[config.mk]
export PLATFORM = sky130hd
export DESIGN_NAME = game_board
export DESIGN_NICKNAME = d
export VERILOG_FILES = /design/src/rtl/game_board.sv
export SDC_FILE = /design/constraint.sdc
export NUM_CORES = 1
export LEC_CHECK = 0
export ABC_AREA = 1
export CORE_MARGIN = 8
export CORE_UTILIZATION = 40
export CTS_CLUSTER_SIZE = 20
export DETAILED_ROUTE_END_ITERATION = 8
export PLACE_DENSITY_LB_ADDON = 0.2
export SETUP_SLACK_MARGIN = 0.5
export SYNTH_ARGS = -nofsm -noshare
export SYNTH_HDL_FRONTEND = slang
export SYNTH_SLANG_ARGS = --single-unit
[constraint.sdc]
create_clock -name ph1 -period 2.7 [get_ports ph1]
set_clock_uncertainty 0.2 [all_clocks]
set_input_delay 0.27 -clock ph1 [delete_from_list [all_inputs] [get_ports ph1]]
set_output_delay 0.27 -clock ph1 [all_outputs]
set_load 0.01 [all_outputs]
[src/rtl/game_board.sv]
// ----------------------------------------------------------------------------
// game_board
//   Tic-tac-toe board controller. Holds nine 2-bit cells behind a single write
//   port, accepts moves only while in PLAY, checks for a win or tie one cycle
//   after every accepted move, and clears the board with a nine-cycle sweep
//   on newGame.
//
// Ports
//   ph1          in   clock, all state updates on rising edge
//   reset        in   synchronous active-high reset
//   newGame      in   start board-clear sweep (level-sampled)
//   addr[3:0]    in   cell address: 0-8 cell, 15 idle, 9-14 invalid
//   cellState    in   value to write: 00 EMPTY, 11 O, 10 X
//   gBoard[17:0] out  board image, cell i in bits [2i+1:2i]
//   gameIsDone   out  game finished (win or tie)
//   winner[1:0]  out  11 O win, 10 X win, 01 tie, 00 no result
//   moveCount    out  accepted moves, 0-9
//   ready        out  high only in PLAY (combinational from state)
//   writeAck     out  pulse: previous cycle's write stored
//   illegalWrite out  pulse: previous cycle's request rejected
// ----------------------------------------------------------------------------
module game_board (
   input  logic        ph1,
   input  logic        reset,
   input  logic        newGame,
   input  logic [3:0]  addr,
   input  logic [1:0]  cellState,
   output logic [17:0] gBoard,
   output logic        gameIsDone,
   output logic [1:0]  winner,
   output logic [3:0]  moveCount,
   output logic        ready,
   output logic        writeAck,
   output logic        illegalWrite
);

   typedef enum logic [1:0] {CLEAR, PLAY, CHECK, DONE} state_e;

   state_e      state_q, state_d;
   logic [3:0]  cnt_q, cnt_d;
   logic [17:0] board_q, board_d;
   logic        done_q, done_d;
   logic [1:0]  win_q, win_d;
   logic [3:0]  moves_q, moves_d;
   logic        ack_q, ack_d;
   logic        ill_q, ill_d;

   // single board write port
   logic        wr_en;
   logic [3:0]  wr_idx;
   logic [1:0]  wr_val;

   logic        req;
   logic        accept;
   logic [1:0]  target;
   logic [8:0]  o_cells;
   logic [8:0]  x_cells;

   function automatic logic has_line(input logic [8:0] m);
      has_line = (m[0] & m[1] & m[2]) | (m[3] & m[4] & m[5]) |
                 (m[6] & m[7] & m[8]) | (m[0] & m[3] & m[6]) |
                 (m[1] & m[4] & m[7]) | (m[2] & m[5] & m[8]) |
                 (m[0] & m[4] & m[8]) | (m[2] & m[4] & m[6]);
   endfunction

   // Cell lookup by scanning, so an out-of-range addr never forms an
   // out-of-bounds select; target stays 00 for addr 9-15.
   always_comb begin
      target  = '0;
      o_cells = '0;
      x_cells = '0;
      for (int unsigned i = 0; i < 9; i++) begin
         if (addr == i[3:0]) target = board_q[2*i +: 2];
         o_cells[i] = (board_q[2*i +: 2] == 2'b11);
         x_cells[i] = (board_q[2*i +: 2] == 2'b10);
      end
   end

   assign req    = (addr != 4'hF);
   assign accept = !newGame && (state_q == PLAY) && (addr <= 4'd8) &&
                   (target == 2'b00) && cellState[1];

   always_comb begin
      state_d = state_q;
      cnt_d   = cnt_q;
      done_d  = done_q;
      win_d   = win_q;
      moves_d = moves_q;
      ack_d   = 1'b0;
      ill_d   = req && !accept;
      wr_en   = 1'b0;
      wr_idx  = cnt_q;
      wr_val  = '0;

      // newGame wins over every state action, including the sweep write
      if (newGame) begin
         state_d = CLEAR;
         cnt_d   = '0;
         done_d  = 1'b0;
         win_d   = '0;
         moves_d = '0;
      end else begin
         case (state_q)
            CLEAR: begin
               wr_en  = 1'b1;
               wr_idx = cnt_q;
               if (cnt_q == 4'd8) begin
                  state_d = PLAY;
                  cnt_d   = '0;
               end else begin
                  cnt_d = cnt_q + 4'd1;
               end
            end
            PLAY: begin
               if (accept) begin
                  wr_en   = 1'b1;
                  wr_idx  = addr;
                  wr_val  = cellState;
                  moves_d = moves_q + 4'd1;
                  ack_d   = 1'b1;
                  state_d = CHECK;
               end
            end
            CHECK: begin
               // O checked first so it wins if both lines ever coexist
               if (has_line(o_cells)) begin
                  win_d   = 2'b11;
                  done_d  = 1'b1;
                  state_d = DONE;
               end else if (has_line(x_cells)) begin
                  win_d   = 2'b10;
                  done_d  = 1'b1;
                  state_d = DONE;
               end else if (moves_q == 4'd9) begin
                  win_d   = 2'b01;
                  done_d  = 1'b1;
                  state_d = DONE;
               end else begin
                  state_d = PLAY;
               end
            end
            DONE: begin
               state_d = DONE;
            end
            default: begin
               state_d = PLAY;
            end
         endcase
      end

      board_d = board_q;
      for (int unsigned i = 0; i < 9; i++) begin
         if (wr_en && (wr_idx == i[3:0])) board_d[2*i +: 2] = wr_val;
      end
   end

   always_ff @(posedge ph1) begin
      if (reset) begin
         state_q <= PLAY;
         cnt_q   <= '0;
         board_q <= '0;
         done_q  <= 1'b0;
         win_q   <= '0;
         moves_q <= '0;
         ack_q   <= 1'b0;
         ill_q   <= 1'b0;
      end else begin
         state_q <= state_d;
         cnt_q   <= cnt_d;
         board_q <= board_d;
         done_q  <= done_d;
         win_q   <= win_d;
         moves_q <= moves_d;
         ack_q   <= ack_d;
         ill_q   <= ill_d;
      end
   end

   assign gBoard       = board_q;
   assign gameIsDone   = done_q;
   assign winner       = win_q;
   assign moveCount    = moves_q;
   assign ready        = (state_q == PLAY);
   assign writeAck     = ack_q;
   assign illegalWrite = ill_q;

endmodule

## Yosys cells after proc, flatten, opt, wreduce, memory -nomap -nowiden

Index checks and enable logic that the tools add are counted.

| storage, ports and cells | value |
|---|---|
| register bits | 33 |
| output and inout bits | 28 |
| input port bits | 9 |
| word-level logic and storage cells | 170 |

| cells by class | value |
|---|---|
| mux-type cells | 32 |
| equality and inequality tests | 44 |
| add/subtract/negate cells | 2 |
| reductions and logical operators | 27 |
| $lt $le $gt $ge | 1 |
| bitwise logic cells | 47 |

Operators by type and width:

| cell | number |
|---|---|
| $eq 2x2->1 const B | 20 |
| $mux 2 | 20 |
| $and 1x1->1 | 32 |
| $eq 4x3->1 const B | 8 |
| $eq 4x2->1 const B | 4 |
| $eq 4x4->1 const B | 4 |
| $mux 4 | 4 |
| $logic_and 1x1->1 | 14 |
| $or 1x1->1 | 14 |
| $add 4x1->4 const B | 2 |
| $eq 4x1->1 const B | 2 |
| $logic_not 4->1 | 2 |
| $pmux 2 s4 | 1 |
| $reduce_and 2->1 | 4 |
| $mux 1 | 6 |
| $le 4x4->1 const B | 1 |
| $logic_not 2->1 | 2 |
| $ne 4x4->1 const B | 1 |
| $ne 3x2->1 const B | 1 |
| $ne 3x3->1 const B | 1 |
| $reduce_bool 3->1 | 1 |
| $reduce_or 3->1 | 1 |
| $eq 2x1->1 const B | 1 |
| $logic_not 1->1 | 2 |
| other kinds (5) | 5 |

## Logic depth before layout (Yosys ltp)

| depth | value |
|---|---|
| depth in word-level cells | 18 |
| mapped depth | 19 |
| gate-level depth less buffers | 19 |

## Worst setup path after synthesis

OpenSTA, ideal clock, no wires.

| timing path | value |
|---|---|
| path kind | reg2reg |
| from | register board_q[8] (netlist: gBoard[8]) |
| to | register board_q[8] (netlist: gBoard[8]) |
| clock period less this slack | 2.032 ns |
| data required time | 2.387 ns |
| path slack | 0.668 ns |
| stages on the path, launching flop included | 17 |
| setup time | 0.113 ns |
| arrival | 1.719 ns |
| buffers on the path | 1 |
| cell sequence | dfxtp_1 > nor2_1 > nor3_1 > nor2_1 > nand2_1 > nand2_1 > nand2_1 > nand2_4 > nand2_4 > buf_6 > nand2_1 > nand2_2 > nand3_2 > nor2_2 > nand2_1 > nand2_1 > nor2_1 |

| on the way | value |
|---|---|
| cells in the longest elaborated chain, start to end | 13 |
| elaborated cells between the ends (all ways) | 19 |
| those cells by class | eq/ne (1); mux (14); reduce/logical (4) |

Ends and longest elaborated chain:

| what | RTL line | text |
|---|---|---|
| start: declaration | 41 | `logic [17:0] board_q, board_d;` |
| start signal: assignment | 170 | `board_q <= board_d;` |
| $mux 2 * (5 in series) | 73 | `if (addr == i[3:0]) target = board_q[2*i +: 2];` |
| $logic_not 2->1 * | 81 | `(target == 2'b00) && cellState[1];` |
| $logic_and 1x1->1 * | 80 | `assign accept = !newGame && (state_q == PLAY) && (addr <= 4'd8) &&` |
| $logic_and 1x1->1 * | 81 |  |
| $mux 4 | 115 | `if (accept) begin` |
| $mux 4 | 103 | `case (state_q)` |
| $mux 4 | 96 | `if (newGame) begin` |
| $eq 4x3->1 | 153 | `if (wr_en && (wr_idx == i[3:0])) board_d[2*i +: 2] = wr_val;` |
| $logic_and 1x1->1 | 153 |  |

Mark *: on every way between the ends. The rest lies on a longest branch, timed or not.
A chain may end at the register's enable or synchronous reset.

## Final worst setup path

| timing path | value |
|---|---|
| from | input port newGame |
| to | register board_q[8] (netlist: gBoard[8]) |

| on the way | value |
|---|---|
| cells in the longest elaborated chain, start to end | 10 |
| elaborated cells between the ends (all ways) | 16 |
| those cells by class | eq/ne (1); mux (9); reduce/logical (6) |

Ends and longest elaborated chain:

| what | RTL line | text |
|---|---|---|
| start: declaration | 25 | `input logic newGame,` |
| $logic_not 1->1 | 80 |  |
| $logic_and 1x1->1 (3 in series) | 80 |  |
| $logic_and 1x1->1 | 81 |  |
| $mux 4 | 115 |  |
| $mux 4 | 103 |  |
| $mux 4 | 96 |  |
| $eq 4x3->1 | 153 |  |
| $logic_and 1x1->1 | 153 |  |

Several ways; a longest one is shown, not always the timed one.

==> impl_metrics.toml <==
[route]
via_per_inst = 4.776
routed_wl_mm = 6.060
num_vias = 2235
antenna_left = 0
wl_per_cell_um = 12.95
first_iter_violations = 130
drc = 0
dr.pass1.iters = 4

[setup_path]
cp_top_family = "simple AND/OR/NAND/NOR gates"
crit_buf_inv = 2
cp_slowest_cell = "clkdlybuf4s50_1"
path_cells = "clkdlybuf4s50_1 -> nor2_1 -> nand3_1 -> a21oi_2 -> o21a_2 -> buf_12 -> nand2_8 -> a21oi_4 -> nand3_4 -> nor2_4 -> nand2_1 -> nand2_1 -> nor2_1"
required_ns = 2.69
end_kind = "flip-flop"
r2r_end = "gBoard[4]"
arrival_ns = 2.17
critPathMaxStageDelay_ns = 0.43
startpoint = "newGame"
critPathKind = "in2reg"
cp_max_fo = 6
r2r_cells = 15
cp-start-kind = "input pin"
r2r-start = "gBoard[9]"
r2r_slack_ns = 0.53

[pwr]
power.density_nw_per_um2 = 400.8
p_clk_share_pct = 40.9
seq_power_share_pct = 43.0
peakVddDrop_mv = 0.2501
leakagePower_nw = 1.259
intPower_w = 0.0008496
pwr-share-comb_pct = 16.1
power_switching_w = 0.0003263
switching_share_pct = 27.75

[floorplan]
die_area_um2 = 7582
rows = 26
core_um2 = 4977
die_w_um = 87.08
die_height_um = 87.08
io_pins = 37
start_util_pct = 40.60

[hold_path]
hold_path_class = "reg2reg"
min_from = "gameIsDone"
holdPathStages = 2
holdPathEnd = "gameIsDone"

[synth]
yosys_register_bits = 33
synth_enable_flop_cells = 0
avgSynthCellArea_um2 = 6.105
synth_area_leader_cell = "dfxtp_1"
yosys.area.top_type_share_pct = 32.69
synthCells = 331
yosys_most_used_dff = "dfxtp_1"
yosysWarnings = 0
async_flop_share_pct = 0
synth.distinct_cells = 30
netlist_area_um2 = 2021
ys_seq_area_share_pct = 32.69
synth_area_leaders = "dfxtp_1 (33%), nand2_1 (17%), nor2_1 (15%)"
syn-num-nets = 344

[outcome]
status = "complete, no violations"

[clocking]
clock_latency_ns = 0.29
cts_sinks = 33
clockRootBuffer = "clkbuf_8"
cts_tree = "built"
cts_buffer_depth = 2
cts-htree-levels = 2
ctsHoldBuffers = 0
cts_buffers = 5
clk_pin_slew_ns = 0.07

[layout]
layout_commonest_cell = "nand2_1"
n_antenna_cell = 0
area_growth_pct = 45.20
final_cell_mix = "nand2_1 (85), nor2_1 (75), inv_1 (34), clkdlybuf4s50_1 (32), buf_4 (24)"
final.fill_count = 470
drive_gt1_share_pct = 21.86
postLayoutCoreUtil_pct = 58.95
fin_nets = 410
final_cell_area_um2 = 2934

[global_routing]
grt_usage_pct = 16.39
grt_pass1_wl_mm = 9.908
overflow = 0
grt_max_degree = 20
antenna_found_initial = 0
grt_pass1_vias = 2238

[placement]
pre_cts_ws_ns = -0.03188
numPortBuffers = 36
dpl.hpwl_mm = 4.519
gp_congestion = 0.9117
placed_cell_area_um2 = 2569

[sta]
clock.fmax_mhz = 457.4
slew_headroom_pct = 63.95
setup_slack_ns = 0.5137
min_period_over_period_pct = 80.97
rsz0062_at_grt = "yes"
hold_viol = 0
finalMaxSlewViolations = 0
fin_crit_ns = 2.186
worstMarginPinSlew_ns = 0.5375
setup_viol = 0

[run]
cap_viol_max_count = 0
## kinds of logic after synthesis
logic type	after synthesis	synth area share, %
simple gates	227	48.48
buf+inv	41	8.049
flops	33	32.69
compound gates	24	7.430
fa+ha+maj	4	2.477
xor+xnor	2	0.8670
## power by group through the flow
stage | Clock (W) | Combinational, W | Sequential (W)
2_1_floorplan | 0 | 0.0000889 | 0.000519
3_3_place_gp | 0 | 0.000160 | 0.000518
3_5_place_dp | 0 | 0.000161 | 0.000518
4_1_cts | 0.000484 | 0.000174 | 0.000508
5_1_grt | 0.000509 | 0.000209 | 0.000508
6_report | 0.000481 | 0.000189 | 0.000506
## stage by stage
step / instances / TNS, ns / total power [W] / hold slack [ns]
after floorplan: 331 / 0 / 0.0006074 / 0.1424
after global placement: 450 / -0.001365 / 0.0006778 / 0.2584
after detailed placement: 450 / -0.07079 / 0.0006791 / 0.2665
after CTS: 460 / 0 / 0.001166 / 0.2897
after global routing: 468 / 0 / 0.001225 / 0.3168
final: 468 / 0 / 0.001176 / 0.2797
## metal layers
layer	vias up	GRT usage, %	part of all wire (%)	wire [um]
li1	1170	-	-	-
met1	988	18.40	45	2711
met2	58	27.55	46	2795
met3	19	4.623	5.7	348
met4	0	8.451	3.4	204
met5	-	0	0	0
## what timing repair did
item | 4_1_cts | 5_1_grt
pin swaps | 9 | 11
setup buffers | 1 | 8
cloned | 1 | 0
endpoints found under the setup margin | 21 | 20
resized for setup | 32 | 24
## synth_stat cells, types with 2 or more instances
master    instances
nand2_1          90
nor2_1           82
inv_1            34
dfxtp_1          33
nand3_1          22
nand2_2           9
o21ai_0           8
a21oi_1           7
nor2_2            6
nand4_1           5
nor3_1            5
ha_1              4
inv_2             3
a211oi_1          2
nand2_4           2
nand3_2           2
o22ai_1           2
o31ai_1           2
xor2_1            2
## worst max-delay path by stage
| stage | cells after the start | slack (ns) | to |
|---|---|---|---|
| after CTS | 14 | 0.50 | gBoard[8] |
| final | 13 | 0.51 | gBoard[8] |
| after floorplan | 16 | 0.67 | gBoard[8] |
| after global routing | 17 | 0.36 | gBoard[10] |
| after global placement | 16 | -0.001 | gBoard[3] |
| after detailed placement | 16 | -0.03 | gBoard[3] |
## registers in the layout, summed over array words and instances, names as in the netlist
name,flops
cnt_q,4
gBoard,18
gameIsDone,1
illegalWrite,1
moveCount,4
state_q,2
winner,2
writeAck,1
## cell type report
class | instances | area, um2 | area share (%)
Tap cell | 70 | 87.58 | 2.985
Clock buffer | 5 | 68.82 | 2.345
Inverter | 38 | 145.1 | 4.947
Sequential cell | 33 | 686.9 | 23.41
Multi-Input combinational cell | 258 | 1346 | 45.88
Timing Repair Buffer | 61 | 553.0 | 18.85
Clock inverter | 3 | 46.29 | 1.578
## worst min-delay path: stages (launching register included)
cell,delay (ns)
dfxtp_1,0.33
nor2_1,0.05
nor2_1,0.07
Note: power is estimated with default switching activity, not from simulation.
